[config.mk]
export PLATFORM = sky130hd
export DESIGN_NAME = bidir_half_duplex_responder
export DESIGN_NICKNAME = d
export VERILOG_FILES = /design/src/rtl/bidir_half_duplex_responder.sv
export SDC_FILE = /design/constraint.sdc
export NUM_CORES = 1
export LEC_CHECK = 0
export BUFFER_PORTS_ARGS = -buffer_cell sky130_fd_sc_hd__buf_2
export CAP_MARGIN = 10
export CORE_MARGIN = 8
export CORE_UTILIZATION = 45
export CTS_BUF_LIST = sky130_fd_sc_hd__clkbuf_8
export CTS_CLUSTER_SIZE = 30
export DETAILED_ROUTE_END_ITERATION = 8
export PLACE_DENSITY = 0.6
export SKIP_LAST_GASP = 1
export SYNTH_ARGS = -nofsm -noshare
export SYNTH_HDL_FRONTEND = slang
export SYNTH_SLANG_ARGS = --single-unit
[constraint.sdc]
create_clock -name CLK -period 1.8 [get_ports CLK]
set_input_delay 0.18 -clock CLK [delete_from_list [all_inputs] [get_ports CLK]]
set_output_delay 0.18 -clock CLK [all_outputs]
set_load 0.05 [all_outputs]
[src/rtl/bidir_half_duplex_responder.sv]
// Single-wire half-duplex responder: receive a request frame, leave the line
// idle for a turnaround gap, then drive a response frame from a handshake.

module bidir_half_duplex_responder #(
  parameter int DATA_W       = 8,
  parameter int BIT_CYCLES   = 16,
  parameter int TURN_CYCLES  = 32,
  parameter int RESP_TIMEOUT = 256
) (
  input  logic              CLK,
  input  logic              RST_N,
  input  logic              BIDIR_I,
  output logic              BIDIR_O,
  output logic              BIDIR_OE,
  output logic [DATA_W-1:0] RX_DATA,
  output logic              RX_VALID,
  output logic              FRAME_ERR,
  output logic              TX_READY,
  input  logic              TX_VALID,
  input  logic [DATA_W-1:0] TX_DATA,
  output logic              TIMEOUT
);

  localparam int CM1 =
    (TURN_CYCLES > BIT_CYCLES) ? TURN_CYCLES : BIT_CYCLES;
  localparam int CMAX =
    (RESP_TIMEOUT > CM1) ? RESP_TIMEOUT : CM1;
  localparam int CW = $clog2(CMAX + 1);
  localparam int IW = $clog2(DATA_W + 1);

  localparam logic [CW-1:0] HALF_L = CW'(BIT_CYCLES / 2 - 1);
  localparam logic [CW-1:0] BIT_L  = CW'(BIT_CYCLES - 1);
  localparam logic [CW-1:0] TURN_L = CW'(TURN_CYCLES - 1);
  localparam logic [CW-1:0] TOUT_L = CW'(RESP_TIMEOUT - 1);
  localparam logic [IW-1:0] IDX_L  = IW'(DATA_W - 1);

  typedef enum logic [3:0] {
    S_IDLE,
    S_RX_START,
    S_RX_DATA,
    S_RX_STOP,
    S_TURN,
    S_WAIT_TX,
    S_TX_START,
    S_TX_DATA,
    S_TX_STOP,
    S_TX_GUARD
  } state_e;

  logic [1:0] rst_sync_q;
  logic       rst_n;

  always_ff @(posedge CLK or negedge RST_N) begin
    if (!RST_N) rst_sync_q <= 2'b00;
    else        rst_sync_q <= {rst_sync_q[0], 1'b1};
  end

  assign rst_n = rst_sync_q[1];

  state_e            state_q, state_d;
  logic [CW-1:0]     cnt_q, cnt_d;
  logic [IW-1:0]     idx_q, idx_d;
  logic [DATA_W-1:0] shift_q, shift_d;
  logic [DATA_W-1:0] txsh_q, txsh_d;
  logic [DATA_W-1:0] rx_data_q, rx_data_d;
  logic              rx_valid_q, rx_valid_d;
  logic              frame_err_q, frame_err_d;
  logic              tx_ready_q, tx_ready_d;
  logic              timeout_q, timeout_d;
  logic              oe_q, oe_d;
  logic              o_q, o_d;
  logic [1:0]        sync_q;
  logic              rx_prev_q;

  logic rx;
  logic rx_fall;
  logic bit_end;
  logic turn_end;

  assign rx       = sync_q[1];
  assign rx_fall  = rx_prev_q & ~rx;
  assign bit_end  = (cnt_q == BIT_L);
  assign turn_end = (cnt_q == TURN_L);

  always_ff @(posedge CLK or negedge rst_n) begin
    if (!rst_n) begin
      sync_q    <= 2'b11;
      rx_prev_q <= 1'b1;
    end else begin
      sync_q    <= {sync_q[0], BIDIR_I};
      rx_prev_q <= sync_q[1];
    end
  end

  always_comb begin
    state_d     = state_q;
    cnt_d       = cnt_q + CW'(1);
    idx_d       = idx_q;
    shift_d     = shift_q;
    txsh_d      = txsh_q;
    rx_data_d   = rx_data_q;
    rx_valid_d  = 1'b0;
    frame_err_d = 1'b0;
    tx_ready_d  = tx_ready_q;
    timeout_d   = 1'b0;
    oe_d        = oe_q;
    o_d         = o_q;
    unique case (state_q)
      S_IDLE: begin
        cnt_d = '0;
        if (rx_fall) state_d = S_RX_START;
      end
      S_RX_START: begin
        if (cnt_q == HALF_L) begin
          cnt_d   = '0;
          idx_d   = '0;
          state_d = rx ? S_IDLE : S_RX_DATA;
        end
      end
      S_RX_DATA: begin
        if (bit_end) begin
          cnt_d   = '0;
          shift_d = {rx, shift_q[DATA_W-1:1]};
          idx_d   = idx_q + IW'(1);
          if (idx_q == IDX_L) state_d = S_RX_STOP;
        end
      end
      S_RX_STOP: begin
        if (bit_end) begin
          cnt_d = '0;
          if (rx) begin
            rx_data_d  = shift_q;
            rx_valid_d = 1'b1;
            state_d    = S_TURN;
          end else begin
            frame_err_d = 1'b1;
            state_d     = S_IDLE;
          end
        end
      end
      S_TURN: begin
        if (turn_end) begin
          cnt_d      = '0;
          tx_ready_d = 1'b1;
          state_d    = S_WAIT_TX;
        end
      end
      S_WAIT_TX: begin
        // A handshake on the last waiting cycle still wins over the timeout.
        if (TX_VALID && tx_ready_q) begin
          cnt_d      = '0;
          txsh_d     = TX_DATA;
          tx_ready_d = 1'b0;
          oe_d       = 1'b1;
          o_d        = 1'b0;
          state_d    = S_TX_START;
        end else if (cnt_q == TOUT_L) begin
          cnt_d      = '0;
          tx_ready_d = 1'b0;
          timeout_d  = 1'b1;
          state_d    = S_IDLE;
        end
      end
      S_TX_START: begin
        if (bit_end) begin
          cnt_d   = '0;
          idx_d   = '0;
          o_d     = txsh_q[0];
          state_d = S_TX_DATA;
        end
      end
      S_TX_DATA: begin
        if (bit_end) begin
          cnt_d  = '0;
          idx_d  = idx_q + IW'(1);
          txsh_d = txsh_q >> 1;
          if (idx_q == IDX_L) begin
            o_d     = 1'b1;
            state_d = S_TX_STOP;
          end else begin
            o_d = txsh_d[0];
          end
        end
      end
      S_TX_STOP: begin
        if (bit_end) begin
          cnt_d   = '0;
          oe_d    = 1'b0;
          o_d     = 1'b1;
          state_d = S_TX_GUARD;
        end
      end
      S_TX_GUARD: begin
        if (turn_end) begin
          cnt_d   = '0;
          state_d = S_IDLE;
        end
      end
      default: begin
        cnt_d   = '0;
        state_d = S_IDLE;
      end
    endcase
  end

  always_ff @(posedge CLK or negedge rst_n) begin
    if (!rst_n) begin
      state_q     <= S_IDLE;
      cnt_q       <= '0;
      idx_q       <= '0;
      shift_q     <= '0;
      txsh_q      <= '0;
      rx_data_q   <= '0;
      rx_valid_q  <= 1'b0;
      frame_err_q <= 1'b0;
      tx_ready_q  <= 1'b0;
      timeout_q   <= 1'b0;
      oe_q        <= 1'b0;
      o_q         <= 1'b1;
    end else begin
      state_q     <= state_d;
      cnt_q       <= cnt_d;
      idx_q       <= idx_d;
      shift_q     <= shift_d;
      txsh_q      <= txsh_d;
      rx_data_q   <= rx_data_d;
      rx_valid_q  <= rx_valid_d;
      frame_err_q <= frame_err_d;
      tx_ready_q  <= tx_ready_d;
      timeout_q   <= timeout_d;
      oe_q        <= oe_d;
      o_q         <= o_d;
    end
  end

  assign BIDIR_O   = o_q;
  assign BIDIR_OE  = oe_q;
  assign RX_DATA   = rx_data_q;
  assign RX_VALID  = rx_valid_q;
  assign FRAME_ERR = frame_err_q;
  assign TX_READY  = tx_ready_q;
  assign TIMEOUT   = timeout_q;

endmodule

; Word-level counts from Yosys, hierarchy flattened
; Index checks and enable logic that the tools add are counted.
[totals]
input_bits = 12
mem_bits_ro = 0
reg_bits = 52
ram_bits = 0
latch_bits = 0
out_inout_bits = 14
memories = 0
wordCells = 116
[classes]
magnitude_cmp = 0
div_mod_pow = 0
reduce_logical = 18
n_mul = 0
shifts = 0
eq_ne = 28
n_mux = 51
bitwise = 2
add_sub_neg = 2
[op_table]
columns = cell, count
row1 = 4-bit two-way mux, 16
row2 = 9-bit two-way mux, 5
row3 = 4-bit case mux with 10 select lines, 1
row4 = 9-bit case mux with 4 select lines, 1
row5 = "2-bit inequality test, second input constant", 12
row6 = "4-bit by 3-bit equality test with 1-bit output, second input constant", 5
row7 = 1-bit two-way mux, 19
row8 = 8-bit two-way mux, 2
row9 = 8-bit case mux with 2 select lines, 1
row10 = 4-bit case mux with 3 select lines, 1
row11 = 12-bit AND reduction, 1
row12 = 3-bit AND reduction, 4
row13 = "9-bit by 1-bit adder with 9-bit output, second input constant", 1
row14 = "9-bit by 3-bit equality test with 1-bit output, second input constant", 1
row15 = "9-bit by 4-bit equality test with 1-bit output, second input constant", 1
row16 = "9-bit by 5-bit equality test with 1-bit output, second input constant", 1
row17 = "9-bit by 8-bit equality test with 1-bit output, second input constant", 1
row18 = "4-bit by 2-bit equality test with 1-bit output, second input constant", 2
row19 = "4-bit equality test, second input constant", 2
row20 = 2-bit nonzero test, 3
row21 = 5-bit AND reduction, 1
row22 = 5-bit OR reduction, 1
row23 = "4-bit by 1-bit adder with 4-bit output, second input constant", 1
row24 = "4-bit by 1-bit equality test with 1-bit output, second input constant", 1
row25 = 15 further kinds, 17

; Depth between registers and ports, before layout
[logic_depth]
word_depth = 4
depth_mapped = 9
ltp_nobuf = 9

; Worst setup path before layout
; OpenSTA, ideal clock, no wires.
[synth_path]
path_type = reg2reg
start = register cnt_q[5]
end = register state_q[0]
setup_slack_ns = -0.720
stages_incl_launch_ff = 8
arrival_ns = 2.392
n_path_buf = 1
setup_time_ns = 0.128
cell_sequence = dfrtp_1 > or4_4 > or2_1 > buf_2 > a32oi_1 > o311ai_1 > nor4_4 > mux2_1
[synth_between]
elab_chain_cells = 3
word_cells_on_any_way = 14
[synth_rtl]
columns = element, line
row1 = from (decl), 61  ; logic [CW-1:0] cnt_q, cnt_d;
row2 = from (signal assigned), 222  ; cnt_q <= cnt_d;
row3 = "9-bit by 8-bit equality test with 1-bit output, or another cell as far along", 157  ; end else if (cnt_q == TOUT_L) begin
row4 = 3-bit inequality test (no source line) or 2-bit inequality test (tied branches), n/a
row5 = 12-bit AND reduction (no source line) *, n/a
row6 = to (signal assigned), 221  ; state_q <= state_d;
row7 = to (decl), 60  ; state_e state_q, state_d;
; Every way passes the cells marked *; elsewhere a longest branch is shown, timed or not.
; A chain may end at the register's enable or synchronous reset.

; Worst setup path in the final report
[layout_path]
start = register cnt_q[8]
end = register state_q[3]
; The elaborated chain is that of the path after synthesis.

==> parameters.txt <==
Parameter                              Value

Outcome
  Outcome ... finished with violations
  Violated checks ... negative setup slack

Yosys
  Net count after synthesis ... approximately 240
  Syn Inst Count ... roughly 220
  Post-synthesis instance area ... about 2400 um2
  Post-synthesis sequential area ratio ... 0.5463
  Number of flops mapped to enable cells by yosys ... 0
  Register bit total from synthesis ... between 50 and 60
  Warnings from Yosys ... 0
  Yosys cell types ... 43
  Mean instance size in the synthesized netlist ... about 11 um2
  Share of async-settable or async-resettable flops after synthesis ... 1.000
  Most instantiated flip-flop cell in the synthesis netlist ... dfrtp_1

Setup path
  Critical path endpoint category ... flop
  Master of the slowest instance on the critical path ... or4_4
  Kind of cell adding the most delay to the critical path ... simple AND/OR/NAND/NOR gates
  Biggest cell delay along the critical path ... approximately 0.53 ns
  Setup CP Type ... reg2reg
  Combined buffer and inverter count along the critical path ... 1
  Required time reported for the critical path endpoint ... 1.99 ns
  Signal arrival time at the worst endpoint ... between 2 and 2.5 ns
  CP max FO ... 5
  CP Cell Sequence ... or4_4, or2_4, a32oi_4, o311ai_4, nor4_4, buf_4, mux2_1
  Critical path launch point type ... flop

Pwr
  Clk network pwr share ... 0.219
  Reported leakage power ... between 1.5 and 2 nW
  Sequential Power Share ... 0.385
  Switching share of power ... 0.3244
  Design Power ... between 3 and 4 mW
  Pint ... 2.381 mW
  NetSw ... approximately 1.1 mW
  Peak VDD IR ... around 0.49 mV
  Power density relative to cell area ... ~1100 nW/um2
  Combinational power share ... 0.396

Finish
  Sequential cell area in the final layout ... ~1300 um2
  Final Core Density ... 0.6529
  Number of non-filler instances in the completed layout ... ~370
  # fillers ... 430
  Fraction of final layout cells with drive strength greater than 1 ... 0.4228
  N_diodes ... 0
  Area of the multi-input gates ... 1220 um2
  Growth of design area from synthesis to finish ... 39.46%
  Net total in the final layout ... 313

Clock tree
  Clock slew seen by the registers of the worst setup and hold paths ... around 0.09 ns
  TritonCTS clock tree ... yes
  CTS Buf Count ... 5
  # clock sinks ... 52
  Clock latency on the worst-skew pair ... between 0.3 and 0.4 ns
  Depth of the CTS H-tree ... 2
  Maximum clock path buffer count ... 2
  CTS root buffer ... clkbuf_8

Place
  I/O Buffers ... 25
  Final Wtd Congestion ... roughly 0.84
  Worst setup slack after placement ... -0.6224 ns
  Placed insts ... 351
  Half-perimeter wire length of the detailed placement result ... roughly 3600 um

Detailed routing
  Average vias per placed instance ... a little over 5
  First-pass iteration count of the detailed router ... 4
  DRT Wirelength ... between 5000 and 6000 um
  Detailed router's first-iteration violation count ... between 80 and 90
  Detailed-route via count ... 1,883
  Post-detailed-route wirelength per cell ... 14.17 um
  Remaining design rule violation count ... 0
  Routed Antenna Nets ... 0

STA
  Headroom to the max-slew limit ... 0.6605
  Timing-limited maximum frequency ... 0.4352 GHz
  Minimum setup slack in the final design ... -0.4978 ns
  Slew at the pin with the worst max-slew slack ... about 0.51 ns
  Final hold violations ... 0
  Setup violations, final ... between 40 and 50
  Post-route fraction of the period consumed by the critical path ... 1.277
  Clk_skew ... ~0.012 ns
  Number of max-slew violations in the final report ... 0
  Unrepaired setup endpoints after global routing ... yes
  Worst slack on hold paths ... ~0.093 ns
  Min Clock Period, post-route ... approximately 2.3 ns

Floorplanning
  Number of standard-cell rows in the floorplan ... 26
  Die width ... between 80 and 90 um
  Boundary pin count ... 26
  Die Footprint ... ~7900 um2
  DIE HEIGHT ... roughly 89 um
  Initial cell density of the core ... 0.4682
  Total core area ... 5107 um2

GRT
  Overflow left after global routing ... 0
  GRT Util Overall ... 0.1460
  Via count of the first global-routing pass ... around 1,900
  Global-route wire length before repair ... 9080 um
  Pin count of the biggest net entering global routing ... 30
  Antenna violations before repair ... 0

Worst hold path
  Class of the most critical hold timing path ... in2reg

Job
  Max-cap check violation count ... 0
## power groups by stage
| stage | Sequential, mW | Combinational (mW) | Clock [mW] |
|---|---|---|---|
| 2_1_floorplan | 1.34 | 0.634 | 0 |
| 3_3_place_gp | 1.36 | 1.14 | 0 |
| 3_5_place_dp | 1.36 | 1.15 | 0 |
| 4_1_cts | 1.34 | 1.26 | 0.788 |
| 5_1_grt | 1.37 | 1.52 | 0.843 |
| 6_report | 1.36 | 1.39 | 0.772 |
## stage by stage
step / instance area (um2) / setup TNS [ns]
3_3_place_gp: 2928 / -13.27
2_1_floorplan: 2429 / -15.60
5_1_grt: 3334 / -17.54
6_report: 3334 / -14.25
3_5_place_dp: 2928 / -14.68
4_1_cts: 3214 / -14.20
## Yosys cell counts (2+ instances only)
| master | count | area [um2] |
|---|---|---|
| mux2_1 | 19 | 214.0 |
| ha_1 | 4 | 50.05 |
| nor2b_1 | 5 | 31.28 |
| buf_2 | 3 | 15.01 |
| a21oi_1 | 17 | 85.08 |
| nor2_1 | 25 | 93.84 |
| nand3_1 | 8 | 40.04 |
| clkbuf_1 | 6 | 22.52 |
| or2_1 | 3 | 18.77 |
| nor3_1 | 2 | 10.01 |
| o21ai_0 | 4 | 20.02 |
| nand2b_1 | 4 | 25.02 |
| inv_1 | 7 | 26.28 |
| nor4_1 | 2 | 12.51 |
| xor2_1 | 3 | 26.28 |
| inv_2 | 2 | 7.510 |
| o21ai_1 | 6 | 30.03 |
| xnor2_1 | 2 | 17.52 |
| o311ai_1 | 2 | 17.52 |
| or4_1 | 2 | 15.01 |
| or3_1 | 2 | 12.51 |
| and3_1 | 3 | 18.77 |
| dfrtp_1 | 48 | 1201 |
| dfstp_2 | 4 | 105.1 |
| nand2_1 | 13 | 48.80 |
| nor3b_1 | 2 | 15.01 |
| mux2i_1 | 7 | 70.07 |
## final cells by class
cell class | count | share of cell area
clock buffers | 5 | 0.02064
clock inverters | 3 | 0.01126
inverters | 9 | 0.01013
multi-input cells | 151 | 0.3659
flip-flops and latches | 52 | 0.3925
well taps | 70 | 0.02627
repair buffers | 78 | 0.1734
## layer usage
metal | wire [um] | GRT usage
met4 | 99 | 0.05376
met3 | 214 | 0.03033
met5 | 0 | 0
met1 | 2501 | 0.1941
met2 | 2397 | 0.2278
## placed cells by master, fill, tap and decap left out, types with 8 or more instances in the layout
master   netlist  routed
a21oi_1       17      16
buf_2          3      25
buf_4          0      40
dfrtp_1       48      46
nand2_1       13      12
mux2_4         0      15
inv_1          7       8
buf_6          0      10
nor2_1        25      24
nand3_1        8       8
## worst min-delay path: stages
cell and delay, ns:
buf_2 0.08, nand2_1 0.04, o21ai_1 0.06
## registers in the layout (all words and copies together), names as in the netlist
register,flops
state_q,4
TIMEOUT,1
BIDIR_O,1
FRAME_ERR,1
RX_VALID,1
sync_q,2
rx_prev_q,1
TX_READY,1
BIDIR_OE,1
shift_q,8
idx_q,4
rst_sync_q,2
txsh_q,8
cnt_q,9
RX_DATA,8
## worst paths after layout
path	slack [ns]	to	start	cells after the start
max in group asynchronous	0.97	rx_prev_q	rst_sync_q[1]	1
min	0.09	txsh_q[7]	TX_DATA[7]	3
max	-0.50	state_q[3]	cnt_q[8]	7
min in group asynchronous	0.18	rst_sync_q[1]	RST_N	2
max reg2reg	-0.50	state_q[3]	cnt_q[8]	7
min reg2reg	0.24	idx_q[0]	rst_sync_q[1]	0
## cell families (layout without fill, tap and decap cells)
group,count (synthesis),after routing,synth area share
adder cells (fa/ha/maj),4,4,0.02093
AO/OA/AOI/OAI,37,37,0.09106
other,1,1,0.001568
AND/OR/NAND/NOR,77,77,0.1685
buffers and inverters,18,95,0.02983
flip-flops,52,52,0.5463
multiplexers,27,27,0.1235
XOR/XNOR,5,5,0.01832
## what timing repair did
action | CTS | global route
hold buffers | 2 | 0
setup endpoints to repair | 43 | 44
hold endpoints to repair | 3 | 0
cloned | 2 | 0
pin swaps | 9 | 5
resized for setup | 27 | 28
setup buffers | 6 | 3
Power figures use the tool's default switching activity.
